==> config.mk <==
export PLATFORM = sky130hd
export DESIGN_NAME = div_issue_wb_flat
export DESIGN_NICKNAME = d
export VERILOG_FILES = /design/src/rtl/ariane_pkg.sv /design/src/rtl/div_issue_wb_if.sv /design/src/rtl/serdiv.sv /design/src/rtl/div_issue_wb.sv /design/src/flat_wrapper.sv
export SDC_FILE = /design/constraint.sdc
export NUM_CORES = 1
export LEC_CHECK = 0
export ABC_CLOCK_PERIOD_IN_PS = 6350
export BUFFER_PORTS_ARGS = -buffer_cell sky130_fd_sc_hd__buf_2
export CORE_ASPECT_RATIO = 1.75
export CORE_MARGIN = 2
export CORE_UTILIZATION = 40
export CTS_CLUSTER_SIZE = 25
export DETAILED_ROUTE_END_ITERATION = 7
export PLACE_DENSITY = 0.68
export SETUP_SLACK_MARGIN = 0.1
export SYNTH_ARGS = -nofsm -noshare
export SYNTH_HDL_FRONTEND = slang
export SYNTH_SLANG_ARGS = --single-unit
==> constraint.sdc <==
create_clock -name clk_i -period 6.35 [get_ports clk_i]
set_clock_uncertainty 0.2 [all_clocks]
set_input_delay 0.3175 -clock clk_i [delete_from_list [all_inputs] [get_ports clk_i]]
set_output_delay 0.3175 -clock clk_i [all_outputs]
set_load 0.01 [all_outputs]
==> src/rtl/ariane_pkg.sv <==
// Shared types for the divider issue/writeback slice: opcode encoding,
// transaction tag width and the state encodings used by the wrapper and serdiv.
package ariane_pkg;

    localparam int unsigned TRANS_ID_BITS = 3;

    typedef enum logic [2:0] {
        DIV   = 3'd0,
        DIVU  = 3'd1,
        REM   = 3'd2,
        REMU  = 3'd3,
        DIVW  = 3'd4,
        DIVUW = 3'd5,
        REMW  = 3'd6,
        REMUW = 3'd7
    } div_op_e;

    typedef enum logic [1:0] {
        ST_IDLE,
        ST_ISSUE,
        ST_WAIT,
        ST_RESP
    } issue_state_e;

    typedef enum logic [1:0] {
        SD_IDLE,
        SD_DIVIDE,
        SD_FINISH
    } serdiv_state_e;

    // Opcode bit 2 marks 32-bit word ops, bit 1 the remainder class, bit 0 unsigned.
    function automatic logic is_word_op(div_op_e op);
        logic [2:0] bits;
        bits = op;
        return bits[2];
    endfunction

    function automatic logic is_rem_op(div_op_e op);
        logic [2:0] bits;
        bits = op;
        return bits[1];
    endfunction

    function automatic logic is_signed_op(div_op_e op);
        logic [2:0] bits;
        bits = op;
        return ~bits[0];
    endfunction

endpackage

==> src/rtl/div_issue_wb_if.sv <==
// Request and writeback handshake between the issue stage and the divider wrapper.
interface div_issue_wb_if #(
    parameter int unsigned WIDTH = 64
);
    import ariane_pkg::*;

    logic                     div_valid_i;
    logic                     div_ready_o;
    div_op_e                  op_i;
    logic [WIDTH-1:0]         operand_a_i;
    logic [WIDTH-1:0]         operand_b_i;
    logic [TRANS_ID_BITS-1:0] trans_id_i;
    logic                     result_valid_o;
    logic                     result_ready_i;
    logic [WIDTH-1:0]         result_o;
    logic [TRANS_ID_BITS-1:0] trans_id_o;

    modport master (
        output div_valid_i, op_i, operand_a_i, operand_b_i, trans_id_i, result_ready_i,
        input  div_ready_o, result_valid_o, result_o, trans_id_o
    );

    modport slave (
        input  div_valid_i, op_i, operand_a_i, operand_b_i, trans_id_i, result_ready_i,
        output div_ready_o, result_valid_o, result_o, trans_id_o
    );

endinterface

==> src/rtl/serdiv.sv <==
// Radix-2 restoring serial divider: one quotient bit per cycle on magnitudes,
// signs restored at the output. /0 and MIN/-1 fall out with RISC-V results.
module serdiv
    import ariane_pkg::*;
#(
    parameter int unsigned WIDTH            = 64,
    parameter bit          STABLE_HANDSHAKE = 1'b0
) (
    input  logic             clk_i,
    input  logic             rst_ni,
    input  logic             flush_i,
    input  logic [1:0]       opcode_i,
    input  logic [WIDTH-1:0] op_a_i,
    input  logic [WIDTH-1:0] op_b_i,
    input  logic             in_vld_i,
    output logic             in_rdy_o,
    output logic             out_vld_o,
    input  logic             out_rdy_i,
    output logic [WIDTH-1:0] res_o
);

    localparam int unsigned CNT_W = $clog2(WIDTH + 1);

    serdiv_state_e    state_q, state_d;
    logic [WIDTH-1:0] rem_q, rem_d;
    logic [WIDTH-1:0] quo_q, quo_d;
    logic [WIDTH-1:0] div_q, div_d;
    logic [CNT_W-1:0] cnt_q, cnt_d;
    logic             rem_sel_q, rem_sel_d;
    logic             quo_neg_q, quo_neg_d;
    logic             rem_neg_q, rem_neg_d;

    logic             a_neg, b_neg;
    logic [WIDTH:0]   shifted, diff;

    // In stable-handshake mode the divider refuses new work while a flush is pending.
    assign in_rdy_o  = (state_q == SD_IDLE) && !(STABLE_HANDSHAKE && flush_i);
    assign out_vld_o = (state_q == SD_FINISH);
    assign res_o     = rem_sel_q ? (rem_neg_q ? -rem_q : rem_q)
                                 : (quo_neg_q ? -quo_q : quo_q);

    always_comb begin
        state_d   = state_q;
        rem_d     = rem_q;
        quo_d     = quo_q;
        div_d     = div_q;
        cnt_d     = cnt_q;
        rem_sel_d = rem_sel_q;
        quo_neg_d = quo_neg_q;
        rem_neg_d = rem_neg_q;

        a_neg   = opcode_i[0] & op_a_i[WIDTH-1];
        b_neg   = opcode_i[0] & op_b_i[WIDTH-1];
        shifted = {rem_q, quo_q[WIDTH-1]};
        diff    = shifted - {1'b0, div_q};

        if (flush_i) begin
            state_d = SD_IDLE;
        end else begin
            unique case (state_q)
                SD_IDLE: begin
                    if (in_vld_i && in_rdy_o) begin
                        rem_d     = '0;
                        quo_d     = a_neg ? -op_a_i : op_a_i;
                        div_d     = b_neg ? -op_b_i : op_b_i;
                        cnt_d     = CNT_W'(WIDTH);
                        rem_sel_d = opcode_i[1];
                        // A zero divisor keeps the all-ones quotient regardless of signs.
                        quo_neg_d = (a_neg ^ b_neg) && (op_b_i != '0);
                        rem_neg_d = a_neg;
                        state_d   = SD_DIVIDE;
                    end
                end
                SD_DIVIDE: begin
                    if (!diff[WIDTH]) begin
                        rem_d = diff[WIDTH-1:0];
                        quo_d = {quo_q[WIDTH-2:0], 1'b1};
                    end else begin
                        rem_d = shifted[WIDTH-1:0];
                        quo_d = {quo_q[WIDTH-2:0], 1'b0};
                    end
                    cnt_d = cnt_q - CNT_W'(1);
                    if (cnt_q == CNT_W'(1)) begin
                        state_d = SD_FINISH;
                    end
                end
                SD_FINISH: begin
                    if (out_rdy_i) begin
                        state_d = SD_IDLE;
                    end
                end
                default: state_d = SD_IDLE;
            endcase
        end
    end

    always_ff @(posedge clk_i or negedge rst_ni) begin
        if (!rst_ni) begin
            state_q   <= SD_IDLE;
            rem_q     <= '0;
            quo_q     <= '0;
            div_q     <= '0;
            cnt_q     <= '0;
            rem_sel_q <= 1'b0;
            quo_neg_q <= 1'b0;
            rem_neg_q <= 1'b0;
        end else begin
            state_q   <= state_d;
            rem_q     <= rem_d;
            quo_q     <= quo_d;
            div_q     <= div_d;
            cnt_q     <= cnt_d;
            rem_sel_q <= rem_sel_d;
            quo_neg_q <= quo_neg_d;
            rem_neg_q <= rem_neg_d;
        end
    end

endmodule

==> src/rtl/div_issue_wb.sv <==
// Issue/writeback wrapper around serdiv: registers one request, fires it into
// the divider, captures the result and holds it until writeback accepts it.
module div_issue_wb
    import ariane_pkg::*;
#(
    parameter int unsigned WIDTH = 64
) (
    input  logic           clk_i,
    input  logic           rst_ni,
    input  logic           flush_i,
    div_issue_wb_if.slave  bus
);

    issue_state_e             state_q, state_d;
    div_op_e                  op_q, op_d;
    logic [WIDTH-1:0]         a_q, a_d;
    logic [WIDTH-1:0]         b_q, b_d;
    logic [TRANS_ID_BITS-1:0] id_q, id_d;
    logic [WIDTH-1:0]         result_q, result_d;

    logic [WIDTH-1:0]         a_ext, b_ext;
    logic                     div_in_vld, div_in_rdy;
    logic                     div_out_vld, div_out_rdy;
    logic [WIDTH-1:0]         div_res;

    assign bus.trans_id_o = id_q;
    assign bus.result_o   = is_word_op(op_q)
                          ? {{(WIDTH-32){result_q[31]}}, result_q[31:0]}
                          : result_q;

    // Word ops see only the low halves, extended according to the signedness class.
    always_comb begin
        a_ext = bus.operand_a_i;
        b_ext = bus.operand_b_i;
        if (is_word_op(bus.op_i)) begin
            a_ext = {{(WIDTH-32){is_signed_op(bus.op_i) & bus.operand_a_i[31]}},
                     bus.operand_a_i[31:0]};
            b_ext = {{(WIDTH-32){is_signed_op(bus.op_i) & bus.operand_b_i[31]}},
                     bus.operand_b_i[31:0]};
        end
    end

    always_comb begin
        state_d            = state_q;
        op_d               = op_q;
        a_d                = a_q;
        b_d                = b_q;
        id_d               = id_q;
        result_d           = result_q;
        div_in_vld         = 1'b0;
        div_out_rdy        = 1'b0;
        bus.div_ready_o    = 1'b0;
        bus.result_valid_o = 1'b0;

        if (flush_i) begin
            state_d = ST_IDLE;
        end else begin
            unique case (state_q)
                ST_IDLE: begin
                    // serdiv is always idle here; its ready only guards the invariant.
                    bus.div_ready_o = div_in_rdy;
                    if (bus.div_valid_i && div_in_rdy) begin
                        op_d    = bus.op_i;
                        a_d     = a_ext;
                        b_d     = b_ext;
                        id_d    = bus.trans_id_i;
                        state_d = ST_ISSUE;
                    end
                end
                ST_ISSUE: begin
                    div_in_vld = 1'b1;
                    state_d    = ST_WAIT;
                end
                ST_WAIT: begin
                    div_out_rdy = 1'b1;
                    if (div_out_vld) begin
                        result_d = div_res;
                        state_d  = ST_RESP;
                    end
                end
                ST_RESP: begin
                    bus.result_valid_o = 1'b1;
                    if (bus.result_ready_i) begin
                        state_d = ST_IDLE;
                    end
                end
                default: state_d = ST_IDLE;
            endcase
        end
    end

    always_ff @(posedge clk_i or negedge rst_ni) begin
        if (!rst_ni) begin
            state_q  <= ST_IDLE;
            op_q     <= DIV;
            a_q      <= '0;
            b_q      <= '0;
            id_q     <= '0;
            result_q <= '0;
        end else begin
            state_q  <= state_d;
            op_q     <= op_d;
            a_q      <= a_d;
            b_q      <= b_d;
            id_q     <= id_d;
            result_q <= result_d;
        end
    end

    serdiv #(
        .WIDTH            (WIDTH),
        .STABLE_HANDSHAKE (1'b0)
    ) i_serdiv (
        .clk_i     (clk_i),
        .rst_ni    (rst_ni),
        .flush_i   (flush_i),
        .opcode_i  ({is_rem_op(op_q), is_signed_op(op_q)}),
        .op_a_i    (a_q),
        .op_b_i    (b_q),
        .in_vld_i  (div_in_vld),
        .in_rdy_o  (div_in_rdy),
        .out_vld_o (div_out_vld),
        .out_rdy_i (div_out_rdy),
        .res_o     (div_res)
    );

endmodule

==> src/flat_wrapper.sv <==
// flat-port wrapper written by rule: the top's interface ports become plain ports
module div_issue_wb_flat import ariane_pkg::*;
#(
    parameter int unsigned WIDTH = 64
)
  (clk_i, rst_ni, flush_i, bus_div_valid_i, bus_op_i, bus_operand_a_i, bus_operand_b_i, bus_trans_id_i, bus_result_ready_i, bus_div_ready_o, bus_result_valid_o, bus_result_o, bus_trans_id_o);
  div_issue_wb_if #(.WIDTH(WIDTH)) bus_i ();
  input  logic clk_i;
  input  logic rst_ni;
  input  logic flush_i;
  input wire logic [$bits(bus_i.div_valid_i)-1:0] bus_div_valid_i;
  input wire logic [$bits(bus_i.op_i)-1:0] bus_op_i;
  input wire logic [$bits(bus_i.operand_a_i)-1:0] bus_operand_a_i;
  input wire logic [$bits(bus_i.operand_b_i)-1:0] bus_operand_b_i;
  input wire logic [$bits(bus_i.trans_id_i)-1:0] bus_trans_id_i;
  input wire logic [$bits(bus_i.result_ready_i)-1:0] bus_result_ready_i;
  output wire logic [$bits(bus_i.div_ready_o)-1:0] bus_div_ready_o;
  output wire logic [$bits(bus_i.result_valid_o)-1:0] bus_result_valid_o;
  output wire logic [$bits(bus_i.result_o)-1:0] bus_result_o;
  output wire logic [$bits(bus_i.trans_id_o)-1:0] bus_trans_id_o;
  assign bus_i.div_valid_i = bus_div_valid_i;
  assign bus_i.op_i = bus_op_i;
  assign bus_i.operand_a_i = bus_operand_a_i;
  assign bus_i.operand_b_i = bus_operand_b_i;
  assign bus_i.trans_id_i = bus_trans_id_i;
  assign bus_i.result_ready_i = bus_result_ready_i;
  assign bus_div_ready_o = bus_i.div_ready_o;
  assign bus_result_valid_o = bus_i.result_valid_o;
  assign bus_result_o = bus_i.result_o;
  assign bus_trans_id_o = bus_i.trans_id_o;
  div_issue_wb #(.WIDTH(WIDTH)) u_core (.clk_i(clk_i), .rst_ni(rst_ni), .flush_i(flush_i), .bus(bus_i));
endmodule
Word level (Yosys, flattened, before mapping)

Index checks and enable logic that the tools add are counted.

$add $sub $neg: 6
Eq/ne operators: 13
Multiplexer cells: 34
Bitwise gates (word level): 8
Reduce and logical (&&, ||, !) cells: 13

Operators by type and width:

| cell                | number |
|---|---|
| $mux 64             | 11 |
| $neg 64->64         | 4 |
| $pmux 64 s2         | 2 |
| $sub 65x64->65      | 1 |
| $reduce_bool 64->1  | 1 |
| $reduce_and 3->1    | 6 |
| $mux 2              | 8 |
| $pmux 7 s2          | 1 |
| $ne 3x3->1 const B  | 4 |
| $mux 1              | 9 |
| $pmux 2 s4          | 1 |
| $eq 7x1->1 const B  | 1 |
| $mux 7              | 1 |
| $sub 7x1->7 const B | 1 |
| $eq 2x2->1 const B  | 3 |
| $ne 3x2->1 const B  | 2 |
| $pmux 2 s3          | 1 |
| $and 1x1->1         | 4 |
| $eq 2x1->1 const B  | 2 |
| $logic_not 2->1     | 2 |
| $logic_and 1x1->1   | 3 |
| $not 1->1           | 3 |
| $ne 2x2->1 const B  | 1 |
| $reduce_bool 2->1   | 1 |
| $xor 1x1->1         | 1 |

Flip-flop bits (word level): 404
Bits of input ports: 139
Output and inout port bits: 69
Word-level logic and storage cells: 88

Longest topological paths before layout

Depth in word-level cells: 7
Gate-level depth with buffers: 14
Gate-level depth less buffers: 13

Cells and area by module

From an unflattened synthesis, not the netlist that was laid out.

Cells, all modules: 3071
Area, all modules: 26769.4 um2

Modules (own cells, without submodules):

| module       | times used | cells an instance | area an instance (um2) | seq. area each (um2) |
|---|---|---|---|---|
| serdiv       | 1          | 2371              | 18232.5                | 5104.9 |
| div_issue_wb | 1          | 700               | 8536.9                 | 5004.8 |

Worst setup path before layout

Ideal clock, no wire load.

Path kind: register to register
From: register u_core.i_serdiv.quo_q[63]
To: register u_core.i_serdiv.rem_q[29]
Setup time: 0.121 ns
Arrival time: 3.361 ns
Data required time: 6.029 ns
Slack: 2.668 ns
Cell stages (with the launch flop): 15
Buffers on the path: 1
Period minus slack after synthesis: 3.682 ns
Path through: dfrtp_1 > inv_1 > ha_1 > fa_1 > nand2b_1 > a21oi_1 > o41ai_1 > a41o_1 > a221oi_1 > a2111oi_0 > nand2_1 > clkbuf_1 > nand2_1 > o21ai_0 > a22o_1

Word-level cells in the longest chain between the ends: 3

Ends and longest elaborated chain:

| what                     | line          | RTL |
|---|---|---|
| start: declaration       | serdiv.sv:26  | `logic [WIDTH-1:0] quo_q, quo_d;` |
| start signal: assignment | serdiv.sv:110 | `quo_q <= quo_d;` |
| $sub 65x64->65           | serdiv.sv:55  | `diff = shifted - {1'b0, div_q};` |
| $mux 64                  | serdiv.sv:75  | `if (!diff[WIDTH]) begin` |
| $pmux 64 s2              | serdiv.sv:60  | `unique case (state_q)` |
| end signal: assignment   | serdiv.sv:109 | `rem_q <= rem_d;` |
| end: declaration         | serdiv.sv:25  | `logic [WIDTH-1:0] rem_q, rem_d;` |

Every way passes these cells.
A chain may end at the register's enable or synchronous reset.

Final worst setup path

From: register u_core.i_serdiv.quo_q[63]
To: register u_core.i_serdiv.rem_q[63]

Same word-level chain as after synthesis.

==> out/results.txt <==
DR iter-0 viols: 1,563
combinational family with the most area after synthesis: compound AO/OA/AOI/OAI gates
Max FO, Critical Path: 21
Synth async-reset ratio: 100%
R2R setup slack: 1.62 ns
crit path capture: u_core.i_serdiv.rem_q[63]
placer congestion estimate: 0.952
Synth Net Count: 3,512
Int Pwr: 7.80 mW
Setup crit start: u_core.i_serdiv.quo_q[63]
synth top area cells: dfrtp_1 38%, nand2_1 8.4%, o21ai_0 7.5%
io pins: 208
crit path cell chain: inv_1, ha_1, fa_1, nand2b_1, a21oi_1, o41ai_1, a21oi_1, a2111oi_0, mux2i_1, a21oi_2, a22o_1, a41oi_1, nand2_1
CP endpoint kind: register
IO buf count: 207
Hold Path Class: in -> async
CP Class: reg -> reg
Max stage delay cell, worst path: a21oi_2
Max-Cap Viols: 0
Util after Layout: 47.3%
Fillers: 6,612
Post-synth EDFFs: 0
CP arrival: 5.04 ns
endpoints failing hold: 0
first-pass GRT wire length: 133 mm
status: completed
Net Switching: 6.89 mW
Die Height: 344 um
vias in the first global route: 23,800
Adder-Cell Fraction of Synth Area: 3.57%
# rows: 124
Relative slew margins: 12.2%
DRT antenna net count: 0
FF-to-FF path depth: 13
TritonCTS sink count: 404
Setup Buffers After CTS: 0
Starting Density: 40.5%
mean cell area of the mapped netlist: 8.03 um^2
Synth Flop Type: dfrtp_1
critical path required time: 6.66 ns
CP dominant cell by count: a21oi_1
fin worst setup slack: 1.62 ns
DIE WIDTH: 199 um
number of synthesis warnings: 0
crit path time final: 4.73 ns
hold slack: 0.0635 ns
TritonRoute pass-1 iters: 6
nets: 3,708
core area: 65,500 um^2
clock root cell: clkbuf_16
mapped cell area: 26,500 um^2
clock tree buffer depth: 3
H-tree levels: 2
worst slew pin tran: 1.30 ns
routed wire length: 86.0 mm
final setup TNS: 0 ns
simple logic cell fraction of the synthesized area: 20.5%
Synth area leader: dfrtp_1
sequential power share: 31.8%
grt ovf: 0
mux share of post-synthesis cell area: 0.425%
RSZ-0062 raised after global routing: false
Synth Area in XOR/XNOR: 9.88%
Sw Ratio: 46.9%
sequential share of the synthesized area: 38.2%
max frequency: 211 MHz
# diodes: 0
Worst-Skew Late Latency: 0.60 ns
RR Endpoint: u_core.i_serdiv.rem_q[63]
Logic pwr share: 49.1%
final setup fails: 0
post-synthesis compound-gate area fraction: 21.9%
DRC: 0
Area growth, synth to finish: 16.8%
Post-DP HPWL: 64.5 mm
Leak: 14.0 nW
fin. max-slew vios: 0
Stages on worst setup path: 13
largest net degree at the start of global routing: 130
vias: 24,200
layout cell share with drive strength beyond 1: 10.0%
CTS resizes: 0
pre-CTS setup slack: 1.62 ns
clock power share: 19.0%
Worst path top cell family by delay: compound AO/OA/AOI/OAI gates
R2R Path Start: u_core.i_serdiv.quo_q[63]
Synth cell types: 76
area share of the largest cell type after synthesis: 38.2%
fin crit share: 74.5%
CTS tree: yes
Syn Inst Count: 3,298
Worst Path Buf+Inv: 1
Power Density: 475 nW/um^2
cts bufs inserted: 43
Peak VDD IR: 0.213 mV
GRT Overall Usage: 25.2%
CP max stage delay: 0.89 ns
Routed wire per std cell: 19.5 um
Pwr Total: 14.7 mW
CP startpoint kind: register
flops & latches, synth: 404
die area: 68,400 um^2
Clock transition at path regs: 0.07 ns
initial antenna violation count: 0
vias per cell: 5.50
[kinds of logic after synthesis]
logic type	after synthesis
compound gates	965
mux	11
flops	404
buf+inv	361
xor+xnor	299
simple gates	1183
fa+ha+maj	75
[flip-flops by register name (all words and copies together) (netlist names)]
signal	cells
u_core.i_serdiv.cnt_q	7
u_core.result_q	64
u_core.i_serdiv.rem_q	64
u_core.i_serdiv.div_q	64
u_core.bus.trans_id_o	3
u_core.i_serdiv.rem_sel_q	1
u_core.i_serdiv.state_q	2
u_core.b_q	64
u_core.i_serdiv.quo_neg_q	1
u_core.i_serdiv.rem_neg_q	1
u_core.op_q	3
u_core.state_q	2
u_core.i_serdiv.quo_q	64
u_core.a_q	64
[cells in the final DEF, fill, tap and decap left out, types with 74 or more instances in the layout]
cell           instances
a21oi_1              234
buf_2                206
dfrtp_1              403
dlygate4sd3_1        138
ha_1                  74
inv_1                136
nand2_1              593
nor2_1               200
o21ai_0              398
xnor2_1              134
xor2_1               165
[metrics by stage]
stage | instances | area, um^2
2_1_floorplan | 3298 | 26500
3_3_place_gp | 4193 | 28000
3_5_place_dp | 4193 | 28000
4_1_cts | 4410 | 30900
5_1_grt | 4410 | 30900
6_report | 4410 | 30900
[power groups by stage]
stage,Sequential [mW],Clock (mW),Combinational [mW]
detailed placement,4.69,0,7.08
floorplan,4.16,0,5.28
finish,4.67,2.80,7.22
global route,4.79,2.95,8.04
CTS,4.65,2.85,7.19
global placement,4.65,0,7.04
[synth_stat cells, types with 12 or more instances]
cell type / n
a22o_1: 17
nor3_1: 53
clkbuf_1: 182
nand3b_1: 36
nand2b_1: 25
nor2_1: 200
or2_2: 12
or3_1: 49
a21oi_1: 235
buf_4: 32
o221ai_1: 16
xnor2_1: 134
o31ai_1: 59
nor2b_1: 38
a21o_1: 21
ha_1: 74
xor2_1: 165
dfrtp_1: 404
a22oi_1: 25
a31oi_1: 17
or4_1: 23
nand4_1: 28
o21bai_1: 19
o41ai_1: 30
o21ai_0: 398
nand2_1: 596
o21ai_1: 16
and3_1: 12
o22a_1: 30
nand3_1: 49
inv_1: 136
nor4_1: 29
[what timing repair did]
action	in CTS	in global routing
setup endpoints to repair	0	0
endpoints found under the hold margin	195	0
hold buffers	138	0
[final cells by class]
| type | count | area (um^2) | share of cell area, % |
|---|---|---|---|
| Clock buffer | 61 | 1280 | 4.15 |
| Sequential cell | 404 | 10100 | 32.7 |
| Multi-Input combinational cell | 2533 | 15000 | 48.4 |
| Clock inverter | 18 | 274 | 0.885 |
| Tap cell | 882 | 1100 | 3.57 |
| Inverter | 136 | 510 | 1.65 |
| Timing Repair Buffer | 376 | 2700 | 8.72 |
[metal layers]
metal  global-route usage [%]  part of all wire (%)  vias to the layer above
met5                        0                     0                        -
met4                     15.8                   6.9                        0
met3                     3.17                   4.3                      234
met2                     44.9                    50                      724
met1                     28.3                    39                    11400
li1                         -                     -                    11900
[worst min path at each step]
stage	from	to	cells after the start
global route	rst_ni	u_core.i_serdiv.cnt_q[3]	2
CTS	rst_ni	u_core.i_serdiv.rem_q[0]	2
floorplan	rst_ni	u_core.a_q[0]	0
detailed placement	rst_ni	u_core.i_serdiv.cnt_q[4]	1
global placement	rst_ni	u_core.i_serdiv.div_q[0]	1
finish	rst_ni	u_core.i_serdiv.rem_q[0]	2
No activity file was read; power rests on OpenSTA's default activity.
